### src/rtl/alu_ctrl_seq.sv
// alu_ctrl_seq: registered ALU-function decode with HI/LO mul/div sequencing
// and hazard stall generation for the MIPS execute stage.
module alu_ctrl_seq #(
  parameter int OPW     = 6,
  parameter int MUL_LAT = 4,
  parameter int DIV_LAT = 32
) (
  input  logic           i_clk,
  input  logic           i_rst_n,
  input  logic           i_valid,
  input  logic [OPW-1:0] i_aluOp,
  input  logic [OPW-1:0] i_func,
  input  logic           i_r_field,
  output logic [OPW-1:0] o_aluControl,
  output logic           o_ALUSrc_op1,
  output logic           o_illegal,
  output logic           o_md_start,
  output logic [1:0]     o_md_op,
  output logic           o_hi_we,
  output logic           o_lo_we,
  output logic [1:0]     o_hilo_rd,
  output logic           o_busy,
  output logic           o_stall
);

  localparam int MAXLAT = (MUL_LAT > DIV_LAT) ? MUL_LAT : DIV_LAT;
  localparam int CW     = $clog2(MAXLAT + 1);

  // opcodes
  localparam logic [OPW-1:0] OP_R     = OPW'(6'b000000);
  localparam logic [OPW-1:0] OP_BEQ   = OPW'(6'b000100);
  localparam logic [OPW-1:0] OP_BNE   = OPW'(6'b000101);
  localparam logic [OPW-1:0] OP_ADDI  = OPW'(6'b001000);
  localparam logic [OPW-1:0] OP_ADDIU = OPW'(6'b001001);
  localparam logic [OPW-1:0] OP_ANDI  = OPW'(6'b001100);
  localparam logic [OPW-1:0] OP_ORI   = OPW'(6'b001101);
  localparam logic [OPW-1:0] OP_XORI  = OPW'(6'b001110);
  localparam logic [OPW-1:0] OP_LUI   = OPW'(6'b001111);
  localparam logic [OPW-1:0] OP_LW    = OPW'(6'b100011);
  localparam logic [OPW-1:0] OP_SW    = OPW'(6'b101011);
  // R-type functions / ALU codes
  localparam logic [OPW-1:0] F_SLL    = OPW'(6'b000000);
  localparam logic [OPW-1:0] F_SRL    = OPW'(6'b000010);
  localparam logic [OPW-1:0] F_SRA    = OPW'(6'b000011);
  localparam logic [OPW-1:0] F_SLLV   = OPW'(6'b000100);
  localparam logic [OPW-1:0] F_SRLV   = OPW'(6'b000110);
  localparam logic [OPW-1:0] F_SRAV   = OPW'(6'b000111);
  localparam logic [OPW-1:0] F_MFHI   = OPW'(6'b010000);
  localparam logic [OPW-1:0] F_MTHI   = OPW'(6'b010001);
  localparam logic [OPW-1:0] F_MFLO   = OPW'(6'b010010);
  localparam logic [OPW-1:0] F_MTLO   = OPW'(6'b010011);
  localparam logic [OPW-1:0] F_MULT   = OPW'(6'b011000);
  localparam logic [OPW-1:0] F_MULTU  = OPW'(6'b011001);
  localparam logic [OPW-1:0] F_DIV    = OPW'(6'b011010);
  localparam logic [OPW-1:0] F_DIVU   = OPW'(6'b011011);
  localparam logic [OPW-1:0] F_ADD    = OPW'(6'b100000);
  localparam logic [OPW-1:0] F_ADDU   = OPW'(6'b100001);
  localparam logic [OPW-1:0] F_SUB    = OPW'(6'b100010);
  localparam logic [OPW-1:0] F_SUBU   = OPW'(6'b100011);
  localparam logic [OPW-1:0] F_AND    = OPW'(6'b100100);
  localparam logic [OPW-1:0] F_OR     = OPW'(6'b100101);
  localparam logic [OPW-1:0] F_XOR    = OPW'(6'b100110);
  localparam logic [OPW-1:0] F_NOR    = OPW'(6'b100111);
  localparam logic [OPW-1:0] F_SLT    = OPW'(6'b101010);
  localparam logic [OPW-1:0] F_SLTU   = OPW'(6'b101011);
  localparam logic [OPW-1:0] A_LUI    = OPW'(6'b111100);
  localparam logic [OPW-1:0] A_ROTR   = OPW'(6'b111110);
  localparam logic [OPW-1:0] A_ROTRV  = OPW'(6'b111111);

  typedef enum logic [1:0] {IDLE, MUL, DIV, DONE} state_t;

  state_t         state, nxt;
  logic [CW-1:0]  cnt, cnt_nxt;

  logic [OPW-1:0] dec_alu;
  logic           dec_src1, dec_ill, hilo_cls, is_mul, is_div, is_mthi, is_mtlo;
  logic [1:0]     dec_rd;
  logic           accept;

  // combinational decode of the instruction sitting in decode
  always_comb begin
    dec_alu  = '0;
    dec_src1 = 1'b0;
    dec_ill  = 1'b0;
    dec_rd   = 2'b00;
    hilo_cls = 1'b0;
    is_mul   = 1'b0;
    is_div   = 1'b0;
    is_mthi  = 1'b0;
    is_mtlo  = 1'b0;
    case (i_aluOp)
      OP_R: begin
        case (i_func)
          F_ADD, F_ADDU, F_AND, F_OR, F_SUB, F_SUBU, F_SLT, F_SLTU,
          F_NOR, F_XOR, F_SLLV, F_SRAV: dec_alu = i_func;
          F_SRLV:       dec_alu = i_r_field ? A_ROTRV : F_SRLV;
          F_SLL, F_SRA: begin dec_alu = i_func; dec_src1 = 1'b1; end
          F_SRL:        begin dec_alu = i_r_field ? A_ROTR : F_SRL; dec_src1 = 1'b1; end
          F_MFHI:       begin hilo_cls = 1'b1; dec_rd = 2'b10; end
          F_MFLO:       begin hilo_cls = 1'b1; dec_rd = 2'b01; end
          F_MTHI:       begin hilo_cls = 1'b1; is_mthi = 1'b1; end
          F_MTLO:       begin hilo_cls = 1'b1; is_mtlo = 1'b1; end
          F_MULT, F_MULTU: begin hilo_cls = 1'b1; is_mul = 1'b1; end
          F_DIV, F_DIVU:   begin hilo_cls = 1'b1; is_div = 1'b1; end
          default:      dec_ill = 1'b1;
        endcase
      end
      OP_ADDI, OP_ADDIU, OP_LW, OP_SW: dec_alu = F_ADD;
      OP_BEQ, OP_BNE:                  dec_alu = F_SUB;
      OP_LUI:                          dec_alu = A_LUI;
      OP_ORI:                          dec_alu = F_OR;
      OP_XORI:                         dec_alu = F_XOR;
      OP_ANDI:                         dec_alu = F_AND;
      default:                         dec_alu = '0;
    endcase
  end

  assign o_busy  = (state != IDLE);
  assign o_stall = i_valid & o_busy & hilo_cls;
  assign accept  = i_valid & ~o_stall;

  // mul/div sequencer next state; the start cycle does not count toward LAT
  always_comb begin
    nxt     = state;
    cnt_nxt = cnt;
    case (state)
      IDLE: begin
        if (accept && is_mul) begin
          nxt     = MUL;
          cnt_nxt = CW'(MUL_LAT - 1);
        end else if (accept && is_div) begin
          nxt     = DIV;
          cnt_nxt = CW'(DIV_LAT - 1);
        end
      end
      MUL, DIV: begin
        if (!o_md_start) begin
          if (cnt == '0) nxt = DONE;
          else           cnt_nxt = cnt - CW'(1);
        end
      end
      DONE:    nxt = IDLE;
      default: nxt = IDLE;
    endcase
  end

  // sequencer state register
  always_ff @(posedge i_clk or negedge i_rst_n) begin
    if (!i_rst_n) begin
      state <= IDLE;
      cnt   <= '0;
    end else begin
      state <= nxt;
      cnt   <= cnt_nxt;
    end
  end

  // registered control outputs; pulses self-clear, levels hold when not accepted
  always_ff @(posedge i_clk or negedge i_rst_n) begin
    if (!i_rst_n) begin
      o_aluControl <= '0;
      o_ALUSrc_op1 <= 1'b0;
      o_illegal    <= 1'b0;
      o_md_start   <= 1'b0;
      o_md_op      <= 2'b00;
      o_hi_we      <= 1'b0;
      o_lo_we      <= 1'b0;
      o_hilo_rd    <= 2'b00;
    end else begin
      o_illegal  <= accept & dec_ill;
      o_md_start <= accept & (is_mul | is_div);
      o_hi_we    <= (nxt == DONE) | (accept & is_mthi);
      o_lo_we    <= (nxt == DONE) | (accept & is_mtlo);
      if (accept) begin
        o_aluControl <= dec_alu;
        o_ALUSrc_op1 <= dec_src1;
        o_hilo_rd    <= dec_rd;
        if (is_mul | is_div) o_md_op <= {is_div, i_func[0]};
      end
    end
  end

endmodule
### config.mk
export PLATFORM = sky130hd
export DESIGN_NAME = alu_ctrl_seq
export DESIGN_NICKNAME = d
export VERILOG_FILES = /design/src/rtl/alu_ctrl_seq.sv
export SDC_FILE = /design/constraint.sdc
export NUM_CORES = 1
export LEC_CHECK = 0
export CORE_ASPECT_RATIO = 1.2
export CORE_UTILIZATION = 53
export CTS_BUF_LIST = sky130_fd_sc_hd__clkbuf_4 sky130_fd_sc_hd__clkbuf_8 sky130_fd_sc_hd__clkbuf_16
export DETAILED_ROUTE_END_ITERATION = 6
export HOLD_SLACK_MARGIN = 0.06
export PLACE_DENSITY = 0.83
export SLEW_MARGIN = 25
export SYNTH_ARGS = -nofsm -noshare
export SYNTH_HDL_FRONTEND = slang
export SYNTH_SLANG_ARGS = --single-unit
### constraint.sdc
create_clock -name i_clk -period 4 [get_ports i_clk]
set_clock_uncertainty 0.2 [all_clocks]
set_input_delay 0.8 -clock i_clk [delete_from_list [all_inputs] [get_ports i_clk]]
set_output_delay 0.8 -clock i_clk [all_outputs]
set_load 0.05 [all_outputs]
==> flow_summary.yaml <==
status:
  status: "completed"
clock_tree:
  cts.htree.levels: 1
  root_buffer: "clkbuf_4"
  cts_resized: 0
  clkSlewWorstSetupHoldPaths_ns: 0.12
  cts_buffer_depth: 2
  cts_setup_buffers: 0
  cts-hold-fix-buffers: 0
  insertion_delay_ns: 0.30
  clock_sinks: 23
  cts_tree: "built"
  cts_buffers: 3
cells_and_area:
  fin_area_mm2: 0.00183
  syn_to_final_growth_pct: 26.1
  n_fill_cell: 222
  finalNetCount: 225
  antenna_cells: 0
  drive_gt1_share_pct: 9.76
logic_synthesis:
  syn-num-nets: 192
  synth_area_leaders: "dfrtp_1, nand2_1, a21oi_1"
  avgSynthCellArea_um2: 8.38
  synth_cell_types: 49
  synthMuxAreaShare_pct: 0
  syn_area_mm2: 0.00145
  yosys_warnings: 0
  ys_seq_area_share_pct: 39.7
  synthTopCellsByCount: "nand2_1, dfrtp_1, a21oi_1, o21ai_0, nor2_1"
  ys.flop_type: "dfrtp_1"
  ys_ff_latch: 23
  ys_async_sr_fraction_pct: 100
  synth_most_common_cell: "nand2_1"
  synth_fa_ha_area_share_pct: 2.59
  synthSimpleGateAreaFrac_pct: 28.4
  synth_xor_area_share_pct: 0
  synth_edf_count: 0
  synth_top_family_by_area: "simple AND/OR/NAND/NOR gates"
  synth_top_cell_area_share_pct: 39.7
  syn_inst: 173
  synth-compound-area-share_pct: 24.8
  yosys.area.top_type: "dfrtp_1"
timing:
  setup_tns_ns: 0
  tightest_slew_ns: 0.605
  fmax_ghz: 0.299
  slew_headroom_pct: 59.6
  period_minus_slack_ns: 3.34
  fin_hold_ws_ns: 0.246
  rsz0062_at_grt: "no"
  hold_violations: 0
  fin_crit_sh_pct: 83.6
  slew_violations: 0
  setup_viol: 0
die:
  rows: 20
  die_width_um: 49.8
  initial_utilization_pct: 56.8
  ios: 33
  die_area_mm2: 0.00295
  coreArea_mm2: 0.00255
  die_h_um: 59.3
power_and_ir_drop:
  p_leak_nw: 0.757
  powerDensity_mw_per_mm2: 278
  ir_drop_mv: 0.152
  p_total_mw: 0.508
grt:
  grt_pass1_wl_um: 5970
  busiest_layer: "met2"
  grt_pass1_vias: 1404
  met1_usage_pct: 31.6
  grt_usage_pct: 26.0
  grt_max_degree: 24
  use_met2_pct: 47.7
  use_met3_pct: 1.79
  overflow: 0
  antenna_found_initial: 0
route:
  drt_iter0_drc: 62
  firstDrtPassIters: 4
  ant_nets: 0
  drcViolationCount: 0
  vias: 1437
  vias_per_cell: 6.04
  wirelength_um: 3520
  wl_per_cell_um: 14.8
setup_path:
  worst_setup_path_end_kind: "output port"
  r2r-start: "state[0]$_DFF_PN0_"
  rrSetupSlack_ns: 1.66
  startpoint_type: "input port"
  r2r-end: "cnt[5]$_DFFE_PN0P_"
  critPathMaxFanout: 7
  crit_end: "o_stall"
  worstPathArrival_ns: 2.34
  critical_path_class: "in -> out"
  reg2reg_depth: 7
  critPathRequiredTime_ns: 3.00
  critPathLaunch: "i_aluOp[1]"
placed_design:
  io_buffers: 32
  hpwl_um: 2790
  post_dp_cell_area_mm2: 0.00180
  place_congestion: 0.893
job:
  maxCapViolations: 0
worst_hold_path:
  min_path_type: "in -> async"
-- worst max-delay path, cell delays in order --
cell and delay, ns:
clkdlybuf4s50_1 0.54, nor4_4 0.47, nand3_1 0.20, nor2_1 0.13, buf_4 0.20
-- layout make-up --
cell class | instances | area (µm²) | share of cell area, %
Clock buffer | 4 | 30.0 | 1.64
Inverter | 10 | 37.5 | 2.05
Multi-Input combinational cell | 133 | 808 | 44.2
Sequential cell | 23 | 576 | 31.5
Tap cell | 33 | 41.3 | 2.26
Timing Repair Buffer | 35 | 335 | 18.3
-- per-stage QoR --
step	util, %	setup slack, ns	std cells
after floorplan	-	0.968	173
after global placement	70.6	0.716	234
after detailed placement	70.6	0.667	234
after CTS	71.8	0.663	238
after global routing	71.6	0.552	238
final	71.6	0.656	238
-- registers in the layout (all words and copies together) (netlist names) --
register,cells
cnt,6
o_aluControl,6
o_hilo_rd,2
o_md_op,2
state,2
o_ALUSrc_op1,1
o_hi_we,1
o_illegal,1
o_lo_we,1
o_md_start,1
-- where the power goes --
part	switching, mW	total (mW)	internal [mW]
clock network	0.0662	0.112	0.0456
logic	0.0652	0.116	0.0503
registers	0.0257	0.281	0.255
total	0.157	0.508	0.351
-- per-layer routing --
| layer | routed length, µm | vias to the layer above |
|---|---|---|
| met2 | 1810 | 59 |
| li1 | - | 692 |
| met5 | 0 | - |
| met4 | 61 | 0 |
| met1 | 1440 | 680 |
| met3 | 199 | 6 |
-- worst min-delay path by stage --
| stage | end | slack [ns] | cells past startpoint |
|---|---|---|---|
| global route | o_aluControl[4]$_DFFE_PN0P_ | 0.27 | 1 |
| floorplan | cnt[0]$_DFFE_PN0P_ | 0.30 | 0 |
| global placement | o_md_op[0]$_DFFE_PN0P_ | 0.25 | 2 |
| finish | o_aluControl[4]$_DFFE_PN0P_ | 0.25 | 1 |
| detailed placement | o_md_op[0]$_DFFE_PN0P_ | 0.26 | 2 |
| CTS | o_md_op[0]$_DFFE_PN0P_ | 0.29 | 2 |
-- cells by family (layout without fill, tap and decap cells) --
group                      after synthesis  after routing
buffers and inverters                   17             49
AOI/OAI and AO/OA                       56             56
adders and majority gates                3              3
and+or+nand+nor                         74             74
DFF                                     23             23
-- layout by cell type, fill, tap and decap left out, drive strengths merged, types with 2 or more instances in the layout --
cell type	instances
ha	3
nor3	5
a31oi	2
and3	2
nand4	3
o22a	2
or4	2
nand3	4
nor2	11
clkbuf	4
a21oi	16
and4	2
a2111oi	2
nor2b	3
a221oi	2
nand2b	6
dfrtp	23
buf	5
inv	10
clkdlybuf4s50	30
o21ai	19
or3	3
nand2	26
(Power assumes the default switching activity.)
==> RTL edit, RTL diff (same flow settings) <==
The 4 states of `state_t` get a one-hot encoding in 4 bits.
--- a/src/rtl/alu_ctrl_seq.sv
+++ b/src/rtl/alu_ctrl_seq.sv
@@ -67,7 +67,7 @@
   localparam logic [OPW-1:0] A_ROTR   = OPW'(6'b111110);
   localparam logic [OPW-1:0] A_ROTRV  = OPW'(6'b111111);
 
-  typedef enum logic [1:0] {IDLE, MUL, DIV, DONE} state_t;
+  typedef enum logic [3:0] {IDLE = 4'b0001, MUL = 4'b0010, DIV = 4'b0100, DONE = 4'b1000} state_t;
 
   state_t         state, nxt;
   logic [CW-1:0]  cnt, cnt_nxt;
Formal check against the unedited RTL: no difference found for any inputs over 10 cycles, from zero or initial values and one cycle with i_rst_n low; not proved beyond that.
==> RTL edit against the unedited design <==
Sequential cell count increased by 2; routed wire length up 0.20%; total power is 13% lower; design area increased by 3.3%; fmax is 6.3% lower; synthesized area grew 5.2%; critical path depth fell by 1; worst setup slack worse by 0.23 ns; count of clock-buffer cells in the layout shrank 1; critical path type unchanged.
==> RTL edit: results (changes against the unedited design) <==
| Metric | Value |
|---|---|
| GRT Overall Usage | 24.32% (-1.7 points) |
| Clock transition at path regs | 0.13 ns |
| Flip-flop and latch power | 258 uW (-8.2%) |
| Part of the power in registers | 58.1% (+2.8 points) |
| Top Registers | cnt x6, o_aluControl x6, state x4 |
| Clk root buf | clkbuf_4 |
| Ant diodes | 0 (unchanged) |
| Layout cells sized above 1 | 11.28% (+1.5 points) |
| Final worst path period share | 89.25% (+5.6 points) |
| Min-Delay Path Class | primary input to asynchronous set/reset pin |
| Via count | 1418 (-1.3%) |
| Predominant post-synthesis flop cell | dfrtp_1 |
| Syn avg cell area | 9.188 sq um (+9.6%) |
| Setup Fix Bufs, Post-CTS | 0 (unchanged) |
| Worst reg2reg setup slack | 1.74 ns (+0.08 ns) |
| Vias per std cell | 6.219 (+3.0%) |
| Status | finished clean |
| Number of global-route vias before repair | 1246 (-11%) |
| H-tree levels | 1 (unchanged) |
| Reg2reg path depth | 4 (-3) |
| Clock Latency Late Sink | 0.32 ns (+0.02 ns) |
| Peak fanout along the critical path | 11 (+4) |
| Post_cts resized | 0 (unchanged) |
| CP Capture Point | o_stall |
| Adder-cell area share of the yosys netlist | 0.8203% (-1.8 points) |
| IR Drop Worst-Case VDD | 0.1966 mV (+30%) |
| DP Area | 0.001861 sq mm (+3.2%) |
| GP Congestion | 0.8527 (-4.5%) |
| Top post-synthesis cells by area | dfrtp_1 (39%), o21ai_0 (5.9%), nand2_1 (4.9%) |
| Nets | 213 (-5.3%) |
| Hpwl dp | 2707 um (-2.8%) |
| Largest net degree at the start of global routing | 26 (+8.3%) |
| Avg WL per Cell | 15.45 um (+4.6%) |
| Post-Synth XOR/XNOR Area | 0.5742% (+0.57 points) |
| WHS | 0.2417 ns (-0.003816 ns) |
| Complex-gate fraction of the synthesized area | 24.04% (-0.73 points) |
| Bufs on Longest Clock Path | 2 (unchanged) |
| Slew HR | 56.07% (-3.5 points) |
| CTS buffer count | 3 (unchanged) |
| Switching Share | 27.62% (-3.3 points) |
| Reg2Reg Launch Point | state[0] |
| IO Port Bufs | 32 (unchanged) |
| Largest family of logic cells by synthesized area | simple AND/OR/NAND/NOR gates |
| Seq/Total Area, Yosys | 41.10% (+1.4 points) |
| Drt first-iter violations | 30 (-52%) |
| Crit Path Class | primary input to output pin |
| Critical Path Source | i_func[2] |
| Leakage | 0.7506 nW (-0.83%) |
| Syn Nets | 183 (-4.7%) |
| R2R Path End | o_md_op[0] |
| Ys Warns | 0 (unchanged) |
| Proportion of synthesized area in mux cells | 1.395% (+1.4 points) |
| Placed Cells | 224 (-4.3%) |
| Top cells by count, synth | dfrtp_1 (24), nand2_1 (20), o21ai_0 (18) |
| Global-route wire length before repair | 5582 um (-6.5%) |
| FILL cells | 209 (-5.9%) |
| Pre-CTS setup slack | 0.4509 ns (-0.2162 ns) |
| Total iterations of the first detailed-routing run | 4 (unchanged) |
| Clock group power | 113 uW |
| Post-synth cell types | 52 (+6.1%) |
-- RTL edit: cell types whose count changed after synthesis, sizes merged, moves of 3 or more --
cell,unedited run,this run
a21oi,16,8
nor4,1,6
a22o,0,4
o41ai,1,4
nand2,26,21
-- RTL edit: cell type report --
type	count	area (sq um)	share of cell area [%]
repair buffers	32	325.3	17.23
inverters	10	37.54	1.988
multi-input cells	124	829.5	43.94
clock buffers	3	22.52	1.193
flip-flops and latches	25	626.9	33.20
well taps	33	41.29	2.187
clock inverters	1	5.005	0.2651
-- RTL edit: worst max-delay path, cell delays in order --
cell and delay, ns:
clkdlybuf4s50_1 0.59, or3b_1 0.62, nor4b_2 0.38, buf_12 0.18
-- RTL edit: metal layers --
layer / global-route usage (%) / part of all wire (%) / vias to the layer above
met5: 0 / 0 / -
met4: 13.89 / 3.2 / 0
met3: 2.256 / 4.5 / 14
met2: 42.86 / 51 / 58
met1: 29.06 / 42 / 672
li1: - / - / 674
